==> config.mk <==
export PLATFORM = sky130hd
export DESIGN_NAME = sat_counter
export DESIGN_NICKNAME = d
export VERILOG_FILES = /design/src/rtl/traffic_checker_sat_counter.sv
export SDC_FILE = /design/constraint.sdc
export NUM_CORES = 1
export LEC_CHECK = 0
export ABC_AREA = 1
export BUFFER_PORTS_ARGS = -buffer_cell sky130_fd_sc_hd__buf_2
export CAP_MARGIN = 20
export CORE_MARGIN = 2
export CORE_UTILIZATION = 57
export DETAILED_ROUTE_END_ITERATION = 12
export PLACE_DENSITY = 0.91
export SYNTH_ARGS = -nofsm -noshare
export SYNTH_HDL_FRONTEND = slang
export SYNTH_SLANG_ARGS = --single-unit
==> constraint.sdc <==
create_clock -name clk -period 2.6 [get_ports clk]
set_clock_uncertainty 0.2 [all_clocks]
set_input_delay 0.52 -clock clk [delete_from_list [all_inputs] [get_ports clk]]
set_output_delay 0.52 -clock clk [all_outputs]
set_load 0.02 [all_outputs]
==> src/rtl/traffic_checker_sat_counter.sv <==
// Up-counter that sticks at all-ones; clear wins over increment.
// Used for every statistics counter in the checker.
module sat_counter #(
  parameter int W = 32
) (
  input  logic         clk,
  input  logic         reset,
  input  logic         inc_i,
  input  logic         clr_i,
  output logic [W-1:0] cnt_o
);

  logic [W-1:0] cnt_q;
  logic [W-1:0] cnt_d;

  always_comb begin
    cnt_d = cnt_q;
    if (clr_i)
      cnt_d = '0;
    else if (inc_i && !(&cnt_q))
      cnt_d = cnt_q + 1'b1;
  end

  always_ff @(posedge clk or posedge reset) begin
    if (reset)
      cnt_q <= '0;
    else
      cnt_q <= cnt_d;
  end

  assign cnt_o = cnt_q;

endmodule

==> impl_results.md, run 1 <==
* Clk sinks at 32
* Worst setup SP type: register
* Skew-Pair Late Insertion Delay at 0.30 ns
* Global-route wire length before repair at 9270 µm
* Final WL at 5680 µm
* Pwr dens at 379 nW/µm²
* Starting Density at 60.7%
* Worst Path Buf+Inv at 1
* Area post-placement at 2470 µm²
* Dpl hpwl at 4040 µm
* Max cap viols at 0
* Post-synthesis average cell area at 6.38 µm²
* Final setup viols at 0
* Wl on met1 at 2510 µm
* H-tree levels at 2
* Top Metal Used: met4
* Die area at 4510 µm²
* Clock buffer depth at 2
* CTS Hold Bufs at 0
* Worst hold path class: in2async
* Seq/Total Area, Yosys at 35.3%
* CTS Buf Count at 5
* Worst-Margin Slew at 0.480 ns
* Via Count at 2394
* F_max at 436 MHz
* Initial antenna violation count at 0
* Number of vias per cell at 5.42
* Leak at 0.00132 µW
* WHS at 0.0926 ns
* Design area at 2560 µm²
* DRC at 0
* Yosys reg bits at 32
* RSZ-0062 raised after global routing: false
* WP data required at 2.63 ns
* CP Max Fanout at 22
* # rows at 22
* Number of global-route vias before repair at 2023
* Relative slew slack at 67.9%
* Final Max Tran Viols at 0
* Synth Cell Area at 2270 µm²
* Mapped Nets at 361
* Total negative slack at 0 ns
* Final Cycle Share at 88.2%
* Die X-Extent at 67.1 µm
* Nets at 398
* Total gr overflow at 0
* Number of fill cells at 338
* Buffers added on ports at 35
* Max rail drop VDD at 0.000244 V
* Critical path endpoint category: register
* Iteration-0 DRC Markers at 239
* Placer congestion estimate at 0.903
* Met3 wire length at 435 µm
* Drt wl/cell at 12.9 µm
* TritonCTS clock tree: built
* Share of cells above drive strength 1 at 16.5%
* Most frequent CP cell: nand2_4
* Yosys warnings at 0
* Critical path, cell by cell: ha_1 > nand2_2 > nor2_2 > nand2_4 > nor2_8 > nand2_4 > nand2_4 > nand2_4 > inv_2 > nand2_1 > nand2_1
* Critical path's slowest cell: dfrtp_1
* Met2 wire len at 2670 µm
* Final hold vios at 0
* Root Buffer: clkbuf_8
* CP top delay family: simple AND/OR/NAND/NOR gates
* ANT nets after route at 0
* Syn-to-layout area delta at 12.9%
* Drt pass-1 iters at 4
* Die Y at 67.1 µm
* Max reg flops at 32
* Final min period at 2.29 ns
* Worst path max stage delay at 0.38 ns
* Outcome: finished clean
* Post-synthesis cell type count at 30
* Largest net degree at the start of global routing at 33
* Boundary Pins at 36
* Setup CP Type: reg2reg
* Reg clk slew, reported paths at 0.07 ns
* # diodes at 0
* Critical path arrival at 2.32 ns
* Total GRT Usage at 27.6%
* Resized cells post-CTS at 0
* Total setup buffers inserted after CTS at 0
* Area of the core at 3740 µm²
* Mapped Cells at 356
==> through the flow <==
step | util [%] | worst slack (ns) | instances | power, µW
after CTS | 68.5 | 0.314 | 442 | 972
final | 68.5 | 0.307 | 442 | 973
after global placement | 66.1 | 0.414 | 434 | 571
after floorplan | - | 0.522 | 356 | 557
after global routing | 68.5 | 0.0776 | 442 | 1000
after detailed placement | 66.1 | 0.315 | 434 | 572
==> worst paths after layout <==
path	start	cells past startpoint	end	slack, ns
max	cnt_o[1]	11	cnt_o[25]	0.31
min	reset	3	cnt_o[24]	0.09
max reg2reg	cnt_o[1]	11	cnt_o[25]	0.31
min reg2reg	cnt_o[1]	2	cnt_o[1]	0.32
max in group asynchronous	reset	3	cnt_o[21]	1.81
min in group clk	cnt_o[1]	2	cnt_o[1]	0.32
==> kinds of logic after synthesis <==
logic type                 count (synthesis)  synth area share, %
xor gates and xnor gates                   5                 1.93
DFF                                       32                 35.3
AOI/OAI and AO/OA                         21                 5.51
buffers and inverters                     44                 8.32
adders and majority gates                  1                0.551
and+or+nand+nor                          253                 48.4
==> final cells by class <==
class / instances / area, µm² / share of cell area, %
clock buffer: 8 / 90.1 / 3.51
inverter: 36 / 135 / 5.27
multi-input combinational: 280 / 1280 / 50.0
sequential: 32 / 801 / 31.2
tap: 48 / 60.1 / 2.34
timing repair buffer: 38 / 198 / 7.71
==> synthesized netlist by cell type <==
library cell  count  area, µm²
a21oi_1           2       10.0
a21oi_2           1       8.76
and2_1            1       6.26
buf_2             1       5.00
buf_4             2       15.0
buf_6             2       22.5
clkbuf_1          3       11.3
clkinv_1          1       3.75
dfrtp_1          32        801
ha_1              1       12.5
inv_1            34        128
inv_2             1       3.75
nand2_1         141        529
nand2_2           4       25.0
nand2_4           4       45.0
nand3_1          29        145
nand3b_1          1       7.51
nand4_1          11       68.8
nor2_1           53        199
nor2_2            5       31.3
nor2_4            1       11.3
nor2_8            1       20.0
nor3_1            1       5.00
o21ai_0          12       60.1
o21ai_1           1       5.00
o21ai_2           3       26.3
o21bai_1          2       15.0
or2_2             1       6.26
xnor2_1           1       8.76
xor2_1            4       35.0
==> routing by layer <==
| metal | up-vias | global-route usage [%] |
|---|---|---|
| met5 | - | 0 |
| met4 | 0 | 8.16 |
| met3 | 6 | 6.59 |
| met2 | 96 | 43.7 |
| met1 | 1103 | 37.5 |
| li1 | 1189 | - |
==> layout by cell type (no fill, tap or decap), types with 4 or more instances in the layout <==
master    count
buf_2        35
clkbuf_8      6
dfrtp_1      32
inv_1        34
nand2_1     141
nand2_2       4
nand2_4       4
nand3_1      29
nand4_1      11
nor2_1       53
nor2_2        5
o21ai_0      12
xor2_1        4
==> where the power goes <==
part	internal (µW)	total, µW	switching, µW
Clock	216	410	194
Combinational	12.9	59.5	46.5
Sequential	501	504	2.94
==> tightest hold or removal path: stages <==
cell and delay [ns]:
buf_2 0.09, inv_1 0.04, buf_4 0.36
Power figures use the tool's default switching activity.
==> inputs of run 2 (changes only) <==
--- a/config.mk
+++ b/config.mk
@@ -9,9 +9,9 @@
 export BUFFER_PORTS_ARGS = -buffer_cell sky130_fd_sc_hd__buf_2
 export CAP_MARGIN = 20
 export CORE_MARGIN = 2
-export CORE_UTILIZATION = 57
+export CORE_UTILIZATION = 61
 export DETAILED_ROUTE_END_ITERATION = 12
-export PLACE_DENSITY = 0.91
+export PLACE_DENSITY = 0.95
 export SYNTH_ARGS = -nofsm -noshare
 export SYNTH_HDL_FRONTEND = slang
 export SYNTH_SLANG_ARGS = --single-unit
==> constraint.sdc (replaced) <==
create_clock -name clk -period 2.8 [get_ports clk]
set_clock_uncertainty 0.2 [all_clocks]
set_input_delay 0.56 -clock clk [delete_from_list [all_inputs] [get_ports clk]]
set_output_delay 0.56 -clock clk [all_outputs]
set_load 0.02 [all_outputs]
==> impl_results.md, run 2 (synthesis results as in run 1) <==
* Outcome: finished clean
* Resized cells post-CTS at 0 (unchanged)
* CTS Hold Bufs at 0 (unchanged)
* Iteration-0 DRC Markers at 308 (+29%)
* Critical path endpoint category: register
* Drt pass-1 iters at 6 (+2)
* Pwr dens at 375 nW/µm² (-1.2%)
* Boundary Pins at 36 (unchanged)
* Largest net degree at the start of global routing at 33 (unchanged)
* Die Y at 65.0 µm (-3.1%)
* Placer congestion estimate at 0.891 (-1.3%)
* Clock buffer depth at 2 (unchanged)
* Buffers added on ports at 35 (unchanged)
* Placed cell count at 434 (unchanged)
* CP Max Fanout at 22 (unchanged)
* Root Buffer: clkbuf_8
* Total negative slack at 0 ns (unchanged)
* Syn-to-layout area delta at 13.7%
* Number of global-route vias before repair at 2314 (+14%)
* Die area at 4230 µm² (-6.2%)
* Final min period at 2.38 ns (+0.0858 ns)
* Multi-input gate area at 1280 µm² (unchanged)
* Share of cells above drive strength 1 at 16.8% (+0.25 points)
* H-tree levels at 2 (unchanged)
* DRC at 0 (unchanged)
* Final Max Tran Viols at 0 (unchanged)
* Worst setup SP type: register
* Area of the core at 3610 µm² (-3.7%)
* Starting Density at 63.0% (+2.3 points)
* Reg clk slew, reported paths at 0.07 ns (about the same)
* Nets at 398 (unchanged)
* Final hold vios at 0 (unchanged)
* Total gr overflow at 0 (unchanged)
* Most frequent cells in the layout: nand2_1, nor2_1, buf_2
* Max cap viols at 0 (unchanged)
* Post-Route Utilization at 71.6% (+3.1 points)
* Final Cycle Share at 85.0% (-3.2 points)
* Max rail drop VDD at 0.000260 V (+6.4%)
* # diodes at 0 (unchanged)
* Max reg flops at 32 (unchanged)
* Final WL at 5740 µm (+0.97%)
* Skew-Pair Late Insertion Delay at 0.30 ns (about the same)
* Number of fill cells at 303 (-10%)
* Number of vias per cell at 5.62 (+3.7%)
* FF+latch area at 801 µm² (unchanged)
* ANT nets after route at 0 (unchanged)
* Via Count at 2482 (+3.7%)
* Final setup viols at 0 (unchanged)
* Setup CP Type: reg2reg
* Worst-Margin Slew at 0.491 ns (+0.0111 ns)
* Leak at 0.00133 µW (+0.73%)
* Commonest non-fill, non-tap cell in the layout: nand2_1
* WP data required at 2.82 ns (+0.19 ns)
* Relative slew slack at 67.2% (-0.75 points)
* Critical path arrival at 2.40 ns (+0.08 ns)
* Total setup buffers inserted after CTS at 0 (unchanged)
* Clk sinks at 32 (unchanged)
* Total GRT Usage at 30.1% (+2.4 points)
* RSZ-0062 raised after global routing: false
* Initial antenna violation count at 0 (unchanged)
* Global-route wire length before repair at 9870 µm (+6.5%)
* # rows at 22 (unchanged)
* Worst hold path class: in2async
* Total power draw at 969 µW (-0.48%)
* Die X-Extent at 65.0 µm (-3.1%)
* Post-Layout Cell Count at 442 (unchanged)
* Dpl hpwl at 4110 µm (+1.7%)
* F_max at 420 MHz (-3.6%)
* CTS Buf Count at 5 (unchanged)
* TritonCTS clock tree: built
* Drt wl/cell at 13.0 µm (+0.97%)
==> run 2: cell types whose count changed in the layout (fill, tap and decap cells not counted), sizes merged <==
cell,before,now
bufinv,0,1
clkbuf,8,6
clkinv,1,2
==> run 2: where the power goes <==
group	internal (µW)	leakage, µW	total (µW)	switching, µW
sequential	465	0.000446	467	2.53
clock	264	0.0000552	446	182
combinational	12.1	0.000832	55.8	43.7
total	741	0.00133	969	228
==> run 2: stage by stage <==
step / area, µm² / setup WS [ns] / hold WS, ns
6_report: 2580 / 0.421 / 0.138
5_1_grt: 2580 / 0.251 / 0.188
4_1_cts: 2580 / 0.469 / 0.154
3_5_place_dp: 2470 / 0.506 / 0.309
3_3_place_gp: 2470 / 0.637 / 0.296
2_1_floorplan: 2270 / 0.722 / 0.415
==> run 2: worst max-delay path: stages, from the launching register on <==
cell,delay [ns]
dfrtp_1,0.39
ha_1,0.23
nand2_2,0.09
nor2_2,0.18
nand2_4,0.13
nor2_8,0.19
nand2_4,0.07
nand2_4,0.10
nand2_4,0.15
inv_2,0.35
nand2_1,0.13
nand2_1,0.10
==> run 2: per-layer routing <==
layer | up-vias | global-route usage, % | routed length, µm | part of all wire, %
met3 | 21 | 5.73 | 457 | 8.0
met5 | - | 0 | 0 | 0
met2 | 132 | 50.1 | 2740 | 48
met1 | 1140 | 37.2 | 2410 | 42
met4 | 0 | 15.1 | 138 | 2.4
li1 | 1189 | - | - | -
==> run 2: cell type report <==
class / instances / share of cell area (%)
clock buffers: 6 / 2.81
clock inverters: 2 / 1.36
inverters: 36 / 5.23
multi-input cells: 280 / 49.6
flip-flops and latches: 32 / 31.0
well taps: 48 / 2.33
repair buffers: 38 / 7.66
==> run 2: path summary, 6_finish.rpt <==
check                      startpoint   endpoint  slack [ns]  cells after the start
max                          cnt_o[1]  cnt_o[28]        0.42                     11
min                             reset   cnt_o[3]        0.14                      3
max reg2reg                  cnt_o[1]  cnt_o[28]        0.42                     11
min reg2reg                  cnt_o[1]   cnt_o[1]        0.33                      2
max in group asynchronous       reset  cnt_o[28]        1.96                      3
min in group clk             cnt_o[1]   cnt_o[1]        0.33                      2
